[config.mk]
export PLATFORM = sky130hd
export DESIGN_NAME = instr_fetch_flat
export DESIGN_NICKNAME = d
export VERILOG_FILES = /design/src/rtl/instr_fetch_pkg.sv /design/src/rtl/instr_fetch_if.sv /design/src/rtl/instr_fetch_fifo.sv /design/src/rtl/instr_fetch.sv /design/src/flat_wrapper.sv
export SDC_FILE = /design/constraint.sdc
export NUM_CORES = 1
export LEC_CHECK = 0
export BUFFER_PORTS_ARGS = -buffer_cell sky130_fd_sc_hd__clkbuf_2
export CAP_MARGIN = 20
export CORE_UTILIZATION = 50
export CTS_CLUSTER_SIZE = 28
export DETAILED_ROUTE_END_ITERATION = 8
export GPL_ROUTABILITY_DRIVEN = 0
export GPL_TIMING_DRIVEN = 0
export PLACE_DENSITY = 0.86
export SETUP_SLACK_MARGIN = 0.3
export SYNTH_ARGS = -nofsm -noshare
export SYNTH_HDL_FRONTEND = slang
export SYNTH_SLANG_ARGS = --single-unit
export TNS_END_PERCENT = 20
[constraint.sdc]
create_clock -name clk -period 2.6 [get_ports clk]
set_input_delay 0.13 -clock clk [delete_from_list [all_inputs] [get_ports clk]]
set_output_delay 0.13 -clock clk [all_outputs]
set_load 0.005 [all_outputs]
[src/rtl/instr_fetch_pkg.sv]
// -----------------------------------------------------------------------------
// instr_fetch_pkg
// Shared definitions for the instruction-fetch front end and its consumers:
//   - opcode field geometry and the HALT opcode value
//   - instruction field positions used by the downstream decoder
//   - fetch state enumeration
// No ports (package).
// -----------------------------------------------------------------------------
package instr_fetch_pkg;

  // Opcode field occupies [OPC_MSB : OPC_LSB] of every instruction word.
  localparam int OPC_MSB = 31;
  localparam int OPC_W   = 6;
  localparam int OPC_LSB = OPC_MSB - OPC_W + 1;

  // Opcode that terminates a fetch run.
  localparam logic [OPC_W-1:0] HALT_OPC = 6'h3F;

  // Operand fields as the decoder slices them (not interpreted by fetch).
  localparam int RD_MSB  = 25;
  localparam int RD_LSB  = 21;
  localparam int RS1_MSB = 20;
  localparam int RS1_LSB = 16;
  localparam int RS2_MSB = 15;
  localparam int RS2_LSB = 11;
  localparam int IMM_MSB = 10;
  localparam int IMM_LSB = 0;

  // Fetch controller states.
  typedef enum logic [1:0] {
    IDLE  = 2'd0,
    RUN   = 2'd1,
    DRAIN = 2'd2
  } fetch_state_t;

endpackage : instr_fetch_pkg

[src/rtl/instr_fetch_if.sv]
// -----------------------------------------------------------------------------
// instr_fetch_if
// Bundles the two buses of the fetch unit:
//   - instruction memory read port: imem_addr, imem_we, imem_din (from fetch),
//     imem_dout (from memory, valid the cycle after the addressing edge)
//   - decoder handshake: out_valid, out_instr, out_pc (from fetch),
//     out_ready (from decoder)
// Modports: master = fetch unit side, slave = memory/decoder side.
//
// Handshake: a transfer happens on every rising edge where out_valid and
// out_ready are both 1. While out_valid=1 and out_ready=0 the producer holds
// out_instr/out_pc stable and keeps out_valid high. out_valid never depends
// on out_ready; out_ready may depend on out_valid.
// -----------------------------------------------------------------------------
interface instr_fetch_if #(
  parameter int ADDR_W = 12,
  parameter int DATA_W = 32
);

  logic [ADDR_W-1:0] imem_addr;
  logic              imem_we;
  logic [DATA_W-1:0] imem_din;
  logic [DATA_W-1:0] imem_dout;

  logic              out_valid;
  logic              out_ready;
  logic [DATA_W-1:0] out_instr;
  logic [ADDR_W-1:0] out_pc;

  modport master (
    output imem_addr, imem_we, imem_din,
    input  imem_dout,
    output out_valid, out_instr, out_pc,
    input  out_ready
  );

  modport slave (
    input  imem_addr, imem_we, imem_din,
    output imem_dout,
    input  out_valid, out_instr, out_pc,
    output out_ready
  );

endinterface : instr_fetch_if

[src/rtl/instr_fetch_fifo.sv]
// -----------------------------------------------------------------------------
// instr_fetch_fifo
// Synchronous FIFO holding {pc, instr} entries for the fetch unit.
// Ports:
//   clk, rst   clock, synchronous active-high reset
//   push, din  write an entry (accepted when not full, or full with a pop)
//   pop        remove the head (ignored when empty)
//   flush      drop all entries; wins over push/pop in the same cycle
//   dout       head entry, reads as zero when empty
//   count      number of stored entries (0..DEPTH)
//   full/empty occupancy flags
// DEPTH must be a power of two so the pointers wrap naturally.
// -----------------------------------------------------------------------------
module instr_fetch_fifo #(
  parameter int WIDTH = 44,
  parameter int DEPTH = 4
) (
  input  logic                   clk,
  input  logic                   rst,
  input  logic                   push,
  input  logic [WIDTH-1:0]       din,
  input  logic                   pop,
  input  logic                   flush,
  output logic [WIDTH-1:0]       dout,
  output logic [$clog2(DEPTH):0] count,
  output logic                   full,
  output logic                   empty
);

  localparam int PTR_W = $clog2(DEPTH);
  localparam int CNT_W = PTR_W + 1;

  logic [WIDTH-1:0] mem [DEPTH];
  logic [PTR_W-1:0] wr_ptr;
  logic [PTR_W-1:0] rd_ptr;
  logic             do_push;
  logic             do_pop;

  assign full    = (count == CNT_W'(DEPTH));
  assign empty   = (count == '0);
  assign do_pop  = pop && !empty;
  // A full FIFO can still take a write when the head leaves in the same cycle.
  assign do_push = push && (!full || do_pop) && !flush;

  // Zero when empty so the consumer never sees stale storage.
  assign dout = empty ? '0 : mem[rd_ptr];

  always_ff @(posedge clk) begin
    if (rst || flush) begin
      wr_ptr <= '0;
      rd_ptr <= '0;
      count  <= '0;
    end else begin
      if (do_push) wr_ptr <= wr_ptr + PTR_W'(1);
      if (do_pop)  rd_ptr <= rd_ptr + PTR_W'(1);
      count <= count + CNT_W'(do_push) - CNT_W'(do_pop);
    end
  end

  // Storage has no reset; empty masks its contents.
  always_ff @(posedge clk) begin
    if (do_push && !rst) mem[wr_ptr] <= din;
  end

endmodule : instr_fetch_fifo

[src/rtl/instr_fetch.sv]
// -----------------------------------------------------------------------------
// instr_fetch
// Sequential instruction-fetch front end. Reads a 1-cycle registered
// instruction memory from a program counter, buffers returned words with the
// address they came from in a small FIFO and presents them to the decoder.
// Ports:
//   clk, rst         clock, synchronous active-high reset
//   start, start_pc  begin a fetch run at start_pc (only honoured in IDLE)
//   redirect_valid,
//   redirect_pc      jump: flush everything in flight, continue at redirect_pc
//   bus (master)     imem_addr/we/din/dout memory port, out_valid/ready/
//                    instr/pc decoder handshake
//   busy             controller not in IDLE
//   done             one-cycle pulse when the HALT instruction is accepted
//   fsm_state        current controller state (observability)
// -----------------------------------------------------------------------------
module instr_fetch
  import instr_fetch_pkg::fetch_state_t;
  import instr_fetch_pkg::IDLE;
  import instr_fetch_pkg::RUN;
  import instr_fetch_pkg::DRAIN;
#(
  parameter int              ADDR_W     = 12,
  parameter int              DATA_W     = 32,
  parameter int              FIFO_DEPTH = 4,
  parameter int              OPC_MSB    = instr_fetch_pkg::OPC_MSB,
  parameter int              OPC_W      = instr_fetch_pkg::OPC_W,
  parameter logic [OPC_W-1:0] HALT_OPC  = instr_fetch_pkg::HALT_OPC
) (
  input  logic              clk,
  input  logic              rst,
  input  logic              start,
  input  logic [ADDR_W-1:0] start_pc,
  input  logic              redirect_valid,
  input  logic [ADDR_W-1:0] redirect_pc,
  instr_fetch_if.master     bus,
  output logic              busy,
  output logic              done,
  output fetch_state_t      fsm_state
);

  localparam int ENT_W = ADDR_W + DATA_W;
  localparam int CNT_W = $clog2(FIFO_DEPTH) + 1;

  fetch_state_t      state;
  fetch_state_t      state_next;

  logic [ADDR_W-1:0] pc;        // next address to issue; drives imem_addr
  logic [ADDR_W-1:0] pend_pc;   // address of the read currently in flight
  logic              pending;   // a read was issued at the previous edge

  logic              redir;
  logic              capture;
  logic              cap_halt;
  logic              credit;
  logic              issue;
  logic              pop;
  logic              head_halt;

  logic [ENT_W-1:0]  head;
  logic [CNT_W-1:0]  count;
  logic              full;
  logic              empty;

  // Memory port: registered address only, never writes.
  assign bus.imem_addr = pc;
  assign bus.imem_we   = 1'b0;
  assign bus.imem_din  = '0;

  assign bus.out_valid = !empty;
  assign bus.out_instr = head[DATA_W-1:0];
  assign bus.out_pc    = head[ENT_W-1:DATA_W];

  assign busy      = (state != IDLE);
  assign fsm_state = state;

  always_comb begin
    state_next = state;
    redir      = redirect_valid && (state != IDLE);
    pop        = !empty && bus.out_ready;
    // Words are only kept in RUN; a redirect drops the word returning now.
    capture    = pending && (state == RUN) && !redir;
    cap_halt   = capture && (bus.imem_dout[OPC_MSB -: OPC_W] == HALT_OPC);
    // Credit: count + pending < FIFO_DEPTH, counting the in-flight read as
    // already occupying a slot so the FIFO can never overflow.
    credit     = !full && !(pending && (count == CNT_W'(FIFO_DEPTH - 1)));
    // No issue on the HALT-capture edge: nothing after HALT is wanted.
    issue      = (state == RUN) && !redir && !cap_halt && credit;
    head_halt  = (head[OPC_MSB -: OPC_W] == HALT_OPC);
    done       = (state == DRAIN) && pop && head_halt && !redir;

    case (state)
      IDLE: begin
        if (start) state_next = RUN;
      end
      RUN: begin
        if (redir)         state_next = RUN;
        else if (cap_halt) state_next = DRAIN;
      end
      DRAIN: begin
        if (redir)     state_next = RUN;
        else if (done) state_next = IDLE;
      end
      default: state_next = IDLE;
    endcase
  end

  always_ff @(posedge clk) begin
    if (rst) begin
      state   <= IDLE;
      pc      <= '0;
      pending <= 1'b0;
      pend_pc <= '0;
    end else begin
      state   <= state_next;
      pending <= issue;
      if (issue) pend_pc <= pc;

      if ((state == IDLE) && start) pc <= start_pc;
      else if (redir)               pc <= redirect_pc;
      else if (issue)               pc <= pc + ADDR_W'(1);  // wraps silently
    end
  end

  instr_fetch_fifo #(
    .WIDTH (ENT_W),
    .DEPTH (FIFO_DEPTH)
  ) u_fifo (
    .clk   (clk),
    .rst   (rst),
    .push  (capture),
    .din   ({pend_pc, bus.imem_dout}),
    .pop   (pop),
    .flush (redir),
    .dout  (head),
    .count (count),
    .full  (full),
    .empty (empty)
  );

endmodule : instr_fetch

[src/flat_wrapper.sv]
// flat-port wrapper written by rule: the top's interface ports become plain ports
module instr_fetch_flat import instr_fetch_pkg::fetch_state_t; import instr_fetch_pkg::IDLE; import instr_fetch_pkg::RUN; import instr_fetch_pkg::DRAIN;
#(
  parameter int              ADDR_W     = 12,
  parameter int              DATA_W     = 32,
  parameter int              FIFO_DEPTH = 4,
  parameter int              OPC_MSB    = instr_fetch_pkg::OPC_MSB,
  parameter int              OPC_W      = instr_fetch_pkg::OPC_W,
  parameter logic [OPC_W-1:0] HALT_OPC  = instr_fetch_pkg::HALT_OPC
)
  (clk, rst, start, start_pc, redirect_valid, redirect_pc, busy, done, fsm_state, bus_imem_addr, bus_imem_we, bus_imem_din, bus_imem_dout, bus_out_valid, bus_out_instr, bus_out_pc, bus_out_ready);
  instr_fetch_if #(.ADDR_W(ADDR_W), .DATA_W(DATA_W)) bus_i ();
  input  logic clk;
  input  logic rst;
  input  logic start;
  input  logic [ADDR_W-1:0] start_pc;
  input  logic redirect_valid;
  input  logic [ADDR_W-1:0] redirect_pc;
  output logic busy;
  output logic done;
  output fetch_state_t fsm_state;
  output wire logic [$bits(bus_i.imem_addr)-1:0] bus_imem_addr;
  output wire logic [$bits(bus_i.imem_we)-1:0] bus_imem_we;
  output wire logic [$bits(bus_i.imem_din)-1:0] bus_imem_din;
  input wire logic [$bits(bus_i.imem_dout)-1:0] bus_imem_dout;
  output wire logic [$bits(bus_i.out_valid)-1:0] bus_out_valid;
  output wire logic [$bits(bus_i.out_instr)-1:0] bus_out_instr;
  output wire logic [$bits(bus_i.out_pc)-1:0] bus_out_pc;
  input wire logic [$bits(bus_i.out_ready)-1:0] bus_out_ready;
  assign bus_imem_addr = bus_i.imem_addr;
  assign bus_imem_we = bus_i.imem_we;
  assign bus_imem_din = bus_i.imem_din;
  assign bus_i.imem_dout = bus_imem_dout;
  assign bus_out_valid = bus_i.out_valid;
  assign bus_out_instr = bus_i.out_instr;
  assign bus_out_pc = bus_i.out_pc;
  assign bus_i.out_ready = bus_out_ready;
  instr_fetch #(.ADDR_W(ADDR_W), .DATA_W(DATA_W), .FIFO_DEPTH(FIFO_DEPTH), .OPC_MSB(OPC_MSB), .OPC_W(OPC_W), .HALT_OPC(HALT_OPC)) u_core (.clk(clk), .rst(rst), .start(start), .start_pc(start_pc), .redirect_valid(redirect_valid), .redirect_pc(redirect_pc), .bus(bus_i), .busy(busy), .done(done), .fsm_state(fsm_state));
endmodule
# After elaboration in Yosys (flattened, before gate mapping)
# Memories as Yosys holds them, arrays and structs flattened. A register that Yosys moved wholly into a read port is not among the register bits.
# Index checks and enable logic that the tools add are counted.
# word_totals
register_bits,34
mem_bits_rw,176
in_bits,61
output_inout_bits,94
word_cells,67
memories,1
# memory_table
name,depth,word_bits,read_ports,rd_clocked_by_memory_dff,wr,line,text
u_core.u_fifo.mem,4,44,1,1,1,instr_fetch_fifo.sv:33,logic [WIDTH-1:0] mem [DEPTH];
# op_classes
addsub,5
eq_ne,9
mux,14
n_reduce_logical,31
# ops
cell,count
$mux 44,1
$mux 12,3
$logic_and 1x1->1,18
$mux 2,7
$add 12x1->12 const B,1
$eq 6x6->1 const B,2
$logic_not 1->1,6
$pmux 2 s3,1
$add 2x1->2 const B,2
$add 3x1->3,1
$eq 3x2->1 const B,1
$eq 3x3->1 const B,1
$logic_not 3->1,1
$ne 3x2->1 const B,1
$ne 3x3->1 const B,1
$reduce_and 3->1,1
$reduce_bool 3->1,1
$sub 3x1->3,1
$eq 2x1->1 const B,1
$eq 2x2->1 const B,1
$logic_not 2->1,1
$logic_or 1x1->1,2
$mux 1,2
$ne 2x2->1 const B,1
$reduce_bool 2->1,1

# Longest topological paths before layout
# Gate-level depths: netlist of the first run.
# logic_depth
depth_word,11
depth_mapped,9
depth_no_buf,8

# Hierarchy
# A second synthesis of the first run with hierarchy kept.
# unflattened
hier_cells,547
hier_area_um2,8834.7
# modules_own_cells
mod,n_inst,cells_each,area_each_um2,seq_area_each_um2
instr_fetch_fifo,1,330,7135.6,5465.2
instr_fetch,1,217,1699.1,540.5

# Least setup slack after synthesis of the first run
# OpenSTA, ideal clock, no wires.
# synth_path
path_type,register to register
from,reg u_core.state[0] (netlist: u_core.fsm_state[0])
to,"mem u_core.u_fifo.mem[0][0], enable pin"
setup_time_ps,406
arrival_time_ps,2160
required_time_ps,2194
slack_ps,34
stages_incl_launch_ff,5
n_path_buf,0
synth_period_minus_slack_ps,2566
path_cell_list,dfxtp_1 nor3b_4 o211ai_1 nor2_1 and2_1
# synth_via
elab_chain_len,9
word_cells_on_any_way,11
classes_between,1 x eq/ne; 2 x mux; 8 x reduce/logical
# synth_rtl
item,line,text
from (decl),instr_fetch.sv:45,fetch_state_t state;
from (signal assigned),instr_fetch.sv:115,state <= state_next;
$reduce_bool 2->1,instr_fetch.sv:79,redir = redirect_valid && (state != IDLE);
$logic_and 1x1->1,instr_fetch.sv:79,
$logic_not 1->1,"instr_fetch_fifo.sv:43, instr_fetch.sv:82",
$logic_and 1x1->1,instr_fetch.sv:82,capture = pending && (state == RUN) && !redir;
$logic_and 1x1->1,instr_fetch_fifo.sv:43,assign do_push = push && (!full || do_pop) && !flush;
$logic_and 1x1->1 (*),instr_fetch_fifo.sv:43,
$logic_and 1x1->1 (*),instr_fetch_fifo.sv:62,if (do_push && !rst) mem[wr_ptr] <= din;
$mux 1 (*),instr_fetch_fifo.sv:62,
$mux 1 (implied by the code) (*),instr_fetch_fifo.sv:62,
to (decl),instr_fetch_fifo.sv:33,
# Every way passes the cells marked *; elsewhere a longest branch is shown, timed or not.

==> results.sh, run 1 <==
export IMPL_cts_tree="built"
export IMPL_place_area_um2=9790
export IMPL_layout_commonest_cell="edfxtp_1"
export IMPL_drtPass1Iterations=5
export IMPL_crit_path_start_kind="flop"
export IMPL_min_from="rst"
export IMPL_start_util=0.518
export IMPL_crit_arrival_ns=2.12
export IMPL_grt_setup_unrepaired="yes"
export IMPL_hold_viol=0
export IMPL_die_w_um=134
export IMPL_hold_path_class="in2reg"
export IMPL_worstPathRequired_ns=2.47
export IMPL_min_period_ns=2.25
export IMPL_r2r_slack_ns=0.40
export IMPL_outcome="complete, no violations"
export IMPL_port_buffers=121
export IMPL_critical_path_top_delay_family="buffers and inverters"
export IMPL_clock_path_buffers=3
export IMPL_slew_headroom=0.448
export IMPL_synthToLayoutAreaGrowth_pct=27.5
export IMPL_grt_pass1_vias=5364
export IMPL_drc=0
export IMPL_synth_async_reset_ratio=0
export IMPL_final_cell_mix="edfxtp_1, clkbuf_2, dlygate4sd3_1"
export IMPL_clkLatencyLatePin_ns=0.48
export IMPL_power_density_nw_per_um2=756
export IMPL_setup_viol=0
export IMPL_synth_cell_types=46
export IMPL_dpl_worst_slack_ns=0.0819
export IMPL_grt_max_degree=33
export IMPL_cts_htree_levels=1
export IMPL_crit_slowest_cell="mux4_2"
export IMPL_r2r_start="u_core.u_fifo.count[2]"
export IMPL_die_area_um2=17900
export IMPL_synthesis_area_um2=8710
export IMPL_io_pins=155
export IMPL_slew_violations=0
export IMPL_top_layer_used="met4"
export IMPL_crit_cells=6
export IMPL_vias=5226
export IMPL_rows=47
export IMPL_leakagePower_nw=4.05
export IMPL_grt_ovfl_total=0
export IMPL_slowest_delay_ns=0.52
export IMPL_vias_per_cell=5.19
export IMPL_route_met2_wl_um=9410
export IMPL_dp_cells=911
export IMPL_cts_root_buffer="clkbuf_16"
export IMPL_cp_cell_sequence="buf_6 -> buf_12 -> buf_8 -> mux4_2 -> and2_1 -> clkbuf_2"
export IMPL_synth_edf_count=176
export IMPL_die_height_um=134
export IMPL_vdd_drop_max_v=0.000452
export IMPL_post_route_cell_area_um2=11100
export IMPL_cp_max_fo=10
export IMPL_netlist_instances=534
export IMPL_cap_violations=0
export IMPL_routed_wl_um=18000
export IMPL_diodes=0
export IMPL_final_antenna_net_count=0
export IMPL_synth_warnings=0
export IMPL_drtIter0Drc=373
export IMPL_hpwl_um=11200
export IMPL_period_share=0.865
export IMPL_grtUsageTotal=0.202
export IMPL_dominantRegCellSynth="edfxtp_1"
export IMPL_end_kind="output port"
export IMPL_setup_ws_ns=0.351
export IMPL_cts_buffers=21
export IMPL_core_area_um2=16800
export IMPL_cts_sinks=212
export IMPL_worst_slew_pin_slew_ns=0.826
export IMPL_routed_wl_met3_um=1090
export IMPL_drive_gt1_frac=0.339
export IMPL_critical_path_class="reg2out"
export IMPL_fin_nets=842
export IMPL_reg2reg_depth=9
export IMPL_seq_area_frac_synth=0.690
export IMPL_r2r_end="u_core.u_fifo.count[2]"
export IMPL_clk_pin_slew_ns=0.06
export IMPL_fmax_ghz=0.445
export IMPL_crit_path_end="bus_out_instr[17]"
export IMPL_antenna_found_initial=0
export IMPL_wirelength_met1_um=7230
export IMPL_post_route_util=0.660
export IMPL_avgSynthCellArea_um2=16.3
export IMPL_grt_pass1_wl_um=27800
export IMPL_ys_ff_latch=212
export IMPL_fin_cells=1007
export IMPL_worst_path_buf_inv=4
export IMPL_post_drt_wl_per_cell_um=17.8
export IMPL_clock_skew_ns=0.00832
registers in the layout, summed over array words and instances (netlist names), named ones only:
register and cells:
u_core.pend_pc 12, u_core.u_fifo.rd_ptr 2, u_core.bus.imem_addr 12, u_core.u_fifo.count 3
u_core.pending 1, u_core.u_fifo.wr_ptr 2, u_core.fsm_state 2, u_core.u_fifo.mem 176
routing by layer:
metal | vias up | global-route usage
met5 | - | 0
met4 | 0 | 0.0398
met3 | 23 | 0.0317
met2 | 205 | 0.366
met1 | 2537 | 0.257
li1 | 2461 | -
cell families after synthesis:
logic type / after synthesis / synth area share
AOI/OAI and AO/OA: 52 / 0.0404
xor gates and xnor gates: 10 / 0.0101
adders and majority gates: 8 / 0.0124
buffers and inverters: 69 / 0.0458
DFF: 212 / 0.690
muxes: 48 / 0.118
other: 1 / 0.000431
and+or+nand+nor: 134 / 0.0828
worst min-delay path by stage:
stage	endpoint	depth (start not counted)
after global routing	u_core.bus.imem_addr[5]	3
final	u_core.bus.imem_addr[5]	3
after global placement	u_core.u_fifo.mem[1][25]	1
after floorplan	u_core.u_fifo.mem[0][0]	0
after detailed placement	u_core.u_fifo.mem[2][11]	1
after CTS	u_core.bus.imem_addr[5]	3
final cells by class:
cell class | instances | area [µm²]
inverters | 10 | 37.5
multi-input cells | 285 | 2440
clock buffers | 31 | 604
flip-flops and latches | 212 | 6010
fillers | 1184 | 5720
well taps | 220 | 275
clock inverters | 6 | 38.8
repair buffers | 184 | 1260
plain buffers | 59 | 434
worst min-delay path, stage by stage:
cell      delay, ns
clkbuf_2       0.09
or3_1          0.16
o22ai_1        0.08
stage by stage:
step                      setup TNS, ns  hold WS, ns  total power, mW
after floorplan                       0        0.229             4.81
after global placement          -106.47        0.348             5.43
after detailed placement              0        0.351             5.46
after CTS                             0      0.00204             8.39
after global routing                  0       0.0153             8.75
final                                 0       0.0226             8.40
repair_timing:
| item | in CTS | in global routing |
|---|---|---|
| resized for setup | 26 | 4 |
| setup endpoints to repair | 168 | 145 |
| buffers inserted | 1 | 6 |
| hold endpoints to repair | 139 | 0 |
| pin swaps | 1 | 1 |
| hold buffers | 52 | 0 |
cells in the mapped netlist (2+ instances only):
library cell  instances  area [µm²]
nand3_1               8        40.0
nand4_1               4        25.0
edfxtp_1            176        5290
buf_2                 7        35.0
o211ai_1              2        15.0
mux2i_1               4        40.0
buf_4                35         263
ha_1                  7        87.6
a31oi_1               4        25.0
nand2_1              35         131
o21ai_0               7        35.0
xor2_1                2        17.5
xnor2_1               8        70.1
nor4_1                5        31.3
nor3_1                4        20.0
o31a_1                3        26.3
clkbuf_1             16        60.1
mux4_2               44         991
or3_1                 2        12.5
dfxtp_1              36         721
or2_2                 2        12.5
nor3b_1               2        15.0
a21oi_1              16        80.1
and2_1               49         307
o22ai_1               3        18.8
nor2_1               16        60.1
inv_1                10        37.5
a22oi_1               9        67.6
report_power, final:
part | switching [mW] | leakage [nW] | internal [mW]
clock | 1.17 | 0.310 | 1.62
combinational | 0.857 | 1.85 | 0.968
sequential | 0.0604 | 1.89 | 3.72
total | 2.09 | 4.05 | 6.31
Note: power is estimated with default switching activity, not from simulation.
==> run 2, diff against run 1 <==
--- a/config.mk
+++ b/config.mk
@@ -5,14 +5,16 @@
 export SDC_FILE = /design/constraint.sdc
 export NUM_CORES = 1
 export LEC_CHECK = 0
+export ABC_AREA = 1
+export ABC_CLOCK_PERIOD_IN_PS = 2600
 export BUFFER_PORTS_ARGS = -buffer_cell sky130_fd_sc_hd__clkbuf_2
 export CAP_MARGIN = 20
-export CORE_UTILIZATION = 50
+export CORE_UTILIZATION = 51
 export CTS_CLUSTER_SIZE = 28
 export DETAILED_ROUTE_END_ITERATION = 8
 export GPL_ROUTABILITY_DRIVEN = 0
 export GPL_TIMING_DRIVEN = 0
-export PLACE_DENSITY = 0.86
+export PLACE_DENSITY = 0.87
 export SETUP_SLACK_MARGIN = 0.3
 export SYNTH_ARGS = -nofsm -noshare
 export SYNTH_HDL_FRONTEND = slang
==> run 2 against run 1 <==
Clock-buffer cell count shrank 7. Die area grew 4.2%. Maximum frequency shrank 3.9%. Via count grew 35%. Sequential share of layout area shrank 2.1 points. Final area grew 3.9%. First-iteration DRC count grew 44%. Synthesized area grew 6.4%. Hold slack lost 0.014 ns. Sequential power grew 2%. Highest routed layer unchanged.
==> results.sh, run 2 <==
export IMPL_min_from="redirect_pc[2]"
export IMPL_synth_async_reset_ratio=0
export IMPL_ys_ff_latch=212
export IMPL_synth_compound_area_frac=0.103
export IMPL_cts_htree_levels=1
export IMPL_synth_common_cells="nor2_1, edfxtp_1, nand2_1"
export IMPL_synth_edf_count=176
export IMPL_synth_top_area_frac=0.571
export IMPL_drtIter0Drc=536
export IMPL_hpwl_um=13700
export IMPL_top_layer_used="met4"
export IMPL_yosys_area_share_simple=0.154
export IMPL_synth_cell_types=32
export IMPL_cts_buffers=21
export IMPL_die_w_um=137
export IMPL_vias=7050
export IMPL_power_density_nw_per_um2=752
export IMPL_drtPass1Iterations=5
export IMPL_hold_path_end="u_core.bus.imem_addr[2]"
export IMPL_setup_viol=0
export IMPL_slew_headroom=0.557
export IMPL_min_period_ns=2.34
export IMPL_cts_sinks=212
export IMPL_core_area_um2=17500
export IMPL_crit_arrival_ns=2.53
export IMPL_fillers=1265
export IMPL_yosys_top_cells_area="edfxtp_1, dfxtp_1, nor2_1, o21ai_0, nand2_1"
export IMPL_outcome="complete, no violations"
export IMPL_routed_wl_met3_um=1630
export IMPL_post_drt_wl_per_cell_um=15.4
export IMPL_regMostFlops="u_core.u_fifo.mem"
export IMPL_vias_per_cell=5.13
export IMPL_r2r_slack_ns=0.26
export IMPL_synth_top_family_by_area="simple AND/OR/NAND/NOR gates"
export IMPL_hold_path_class="in2reg"
export IMPL_yosys_area_top_type="edfxtp_1"
export IMPL_start_util=0.528
export IMPL_die_area_um2=18700
export IMPL_cts_tree="built"
export IMPL_synthXorXnorAreaFrac=0.00189
export IMPL_io_pins=155
export IMPL_grtUsageTotal=0.232
export IMPL_r2r_end="u_core.u_fifo.mem[2][35]"
export IMPL_cts_root_buffer="clkbuf_16"
export IMPL_clock_skew_ns=0.0144
export IMPL_fin_nets=1206
export IMPL_route_met2_wl_um=10800
export IMPL_period_share=0.900
export IMPL_yosysMostFrequentCell="nor2_1"
export IMPL_clk_pin_slew_ns=0.06
export IMPL_drive_gt1_frac=0.223
export IMPL_vdd_drop_max_v=0.000522
export IMPL_netlist_instances=906
export IMPL_grt_ovfl_total=0
export IMPL_slew_violations=0
export IMPL_hold_viol=0
export IMPL_crit_path_start_kind="flop"
export IMPL_grt_pass1_vias=6900
export IMPL_dp_cells=1288
export IMPL_antenna_found_initial=0
export IMPL_cp_max_fo=31
export IMPL_leakagePower_nw=4.73
export IMPL_hold_path_cell_count=5
export IMPL_synth_area_mux_share=0
export IMPL_fin_cells=1373
export IMPL_synth_warnings=0
export IMPL_final_cell_mix="nor2_1, edfxtp_1, clkbuf_2"
export IMPL_diodes=0
export IMPL_fmax_ghz=0.427
export IMPL_grt_max_degree=32
export IMPL_reg2reg_depth=6
export IMPL_cap_violations=0
export IMPL_worstPathRequired_ns=2.79
export IMPL_clkLatencyLatePin_ns=0.50
export IMPL_worst_slew_pin_slew_ns=0.663
export IMPL_critical_path_class="reg2reg"
export IMPL_drc=0
export IMPL_synth_fa_ha_area_frac=0.0116
export IMPL_grt_pass1_wl_um=33000
export IMPL_clock_path_buffers=3
export IMPL_dominantRegCellSynth="edfxtp_1"
export IMPL_die_height_um=137
export IMPL_layout_commonest_cell="nor2_1"
export IMPL_largest_reg_flops=176
export IMPL_seq_area_frac_synth=0.648
export IMPL_routed_wl_um=21200
export IMPL_end_kind="flop"
export IMPL_rows=48
export IMPL_power_mw=8.67
export IMPL_port_buffers=121
export IMPL_r2r_start="u_core.fsm_state[0]"
export IMPL_avgSynthCellArea_um2=10.2
export IMPL_grt_setup_unrepaired="yes"
export IMPL_final_antenna_net_count=0
export IMPL_synthToLayoutAreaGrowth_pct=24.5
export IMPL_wirelength_met1_um=8260
export IMPL_synthesis_area_um2=9260
-- run 2: worst max-delay path by stage --
stage                      startpoint                        to  slack, ns  depth (start not counted)
5_1_grt           u_core.fsm_state[0]   u_core.u_fifo.mem[2][9]       0.14                          6
2_1_floorplan     u_core.fsm_state[0]   u_core.u_fifo.mem[0][0]      -0.09                          5
4_1_cts        u_core.u_fifo.count[0]             bus_out_pc[0]       0.20                          6
3_5_place_dp      u_core.fsm_state[0]  u_core.u_fifo.mem[1][18]       0.13                          6
3_3_place_gp      u_core.fsm_state[0]  u_core.u_fifo.mem[0][21]      -0.91                          5
6_report          u_core.fsm_state[0]  u_core.u_fifo.mem[2][35]       0.26                          6
-- run 2: power breakdown --
group,switching (mW),leakage (nW),internal (mW)
Sequential,0.0897,1.90,3.76
Clock,1.17,0.301,1.57
Combinational,1.30,2.54,0.777
Total,2.56,4.73,6.11
-- run 2: kinds of logic after synthesis --
kind of cell               after synthesis
and+or+nand+nor                        350
xor gates and xnor gates                 2
DFF                                    212
other                                    1
adders and majority gates                8
buffers and inverters                  150
AOI/OAI and AO/OA                      183
-- run 2: timing repair --
item	CTS	global route
endpoints found under the setup margin	132	116
gates resized for setup	0	32
hold buffers	44	0
pin swaps	2	3
endpoints found under the hold margin	139	0
setup buffers	4	2
cloned	1	0
-- run 2: routing by layer --
metal  vias to the layer above  track usage
met1                      3271        0.279
met3                        41       0.0359
met2                       295        0.419
met4                         0       0.0849
met5                         -            0
li1                       3443            -
-- run 2: final cells by class --
| class | count | area [µm²] | share of cell area |
|---|---|---|---|
| tap | 225 | 282 | 0.0244 |
| inverter | 77 | 298 | 0.0258 |
| clock buffer | 24 | 537 | 0.0465 |
| buffer | 73 | 499 | 0.0433 |
| sequential | 212 | 6010 | 0.521 |
| timing repair buffer | 175 | 1170 | 0.102 |
| clock inverter | 10 | 76.3 | 0.00662 |
| multi-input combinational | 577 | 2670 | 0.231 |
-- run 2: per-stage QoR --
stage	area (µm²)	TNS [ns]	utilization	hold WS, ns	setup slack (ns)
final	11500	0	0.658	0.00887	0.259
after global routing	11500	0	0.658	0.0348	0.142
after CTS	11500	0	0.654	0.000404	0.195
after detailed placement	10400	0	0.592	0.349	0.127
after global placement	10300	-155.21	0.586	0.345	-0.910
after floorplan	9390	-16.62	-	0.199	-0.0945
-- run 2: critical path, cell delays in order (launching register included) --
cell	delay (ns)
dfxtp_1	0.41
nand2_1	0.12
nor2_4	0.16
o211ai_2	0.16
or2_2	0.44
nor2_4	0.45
buf_12	0.28
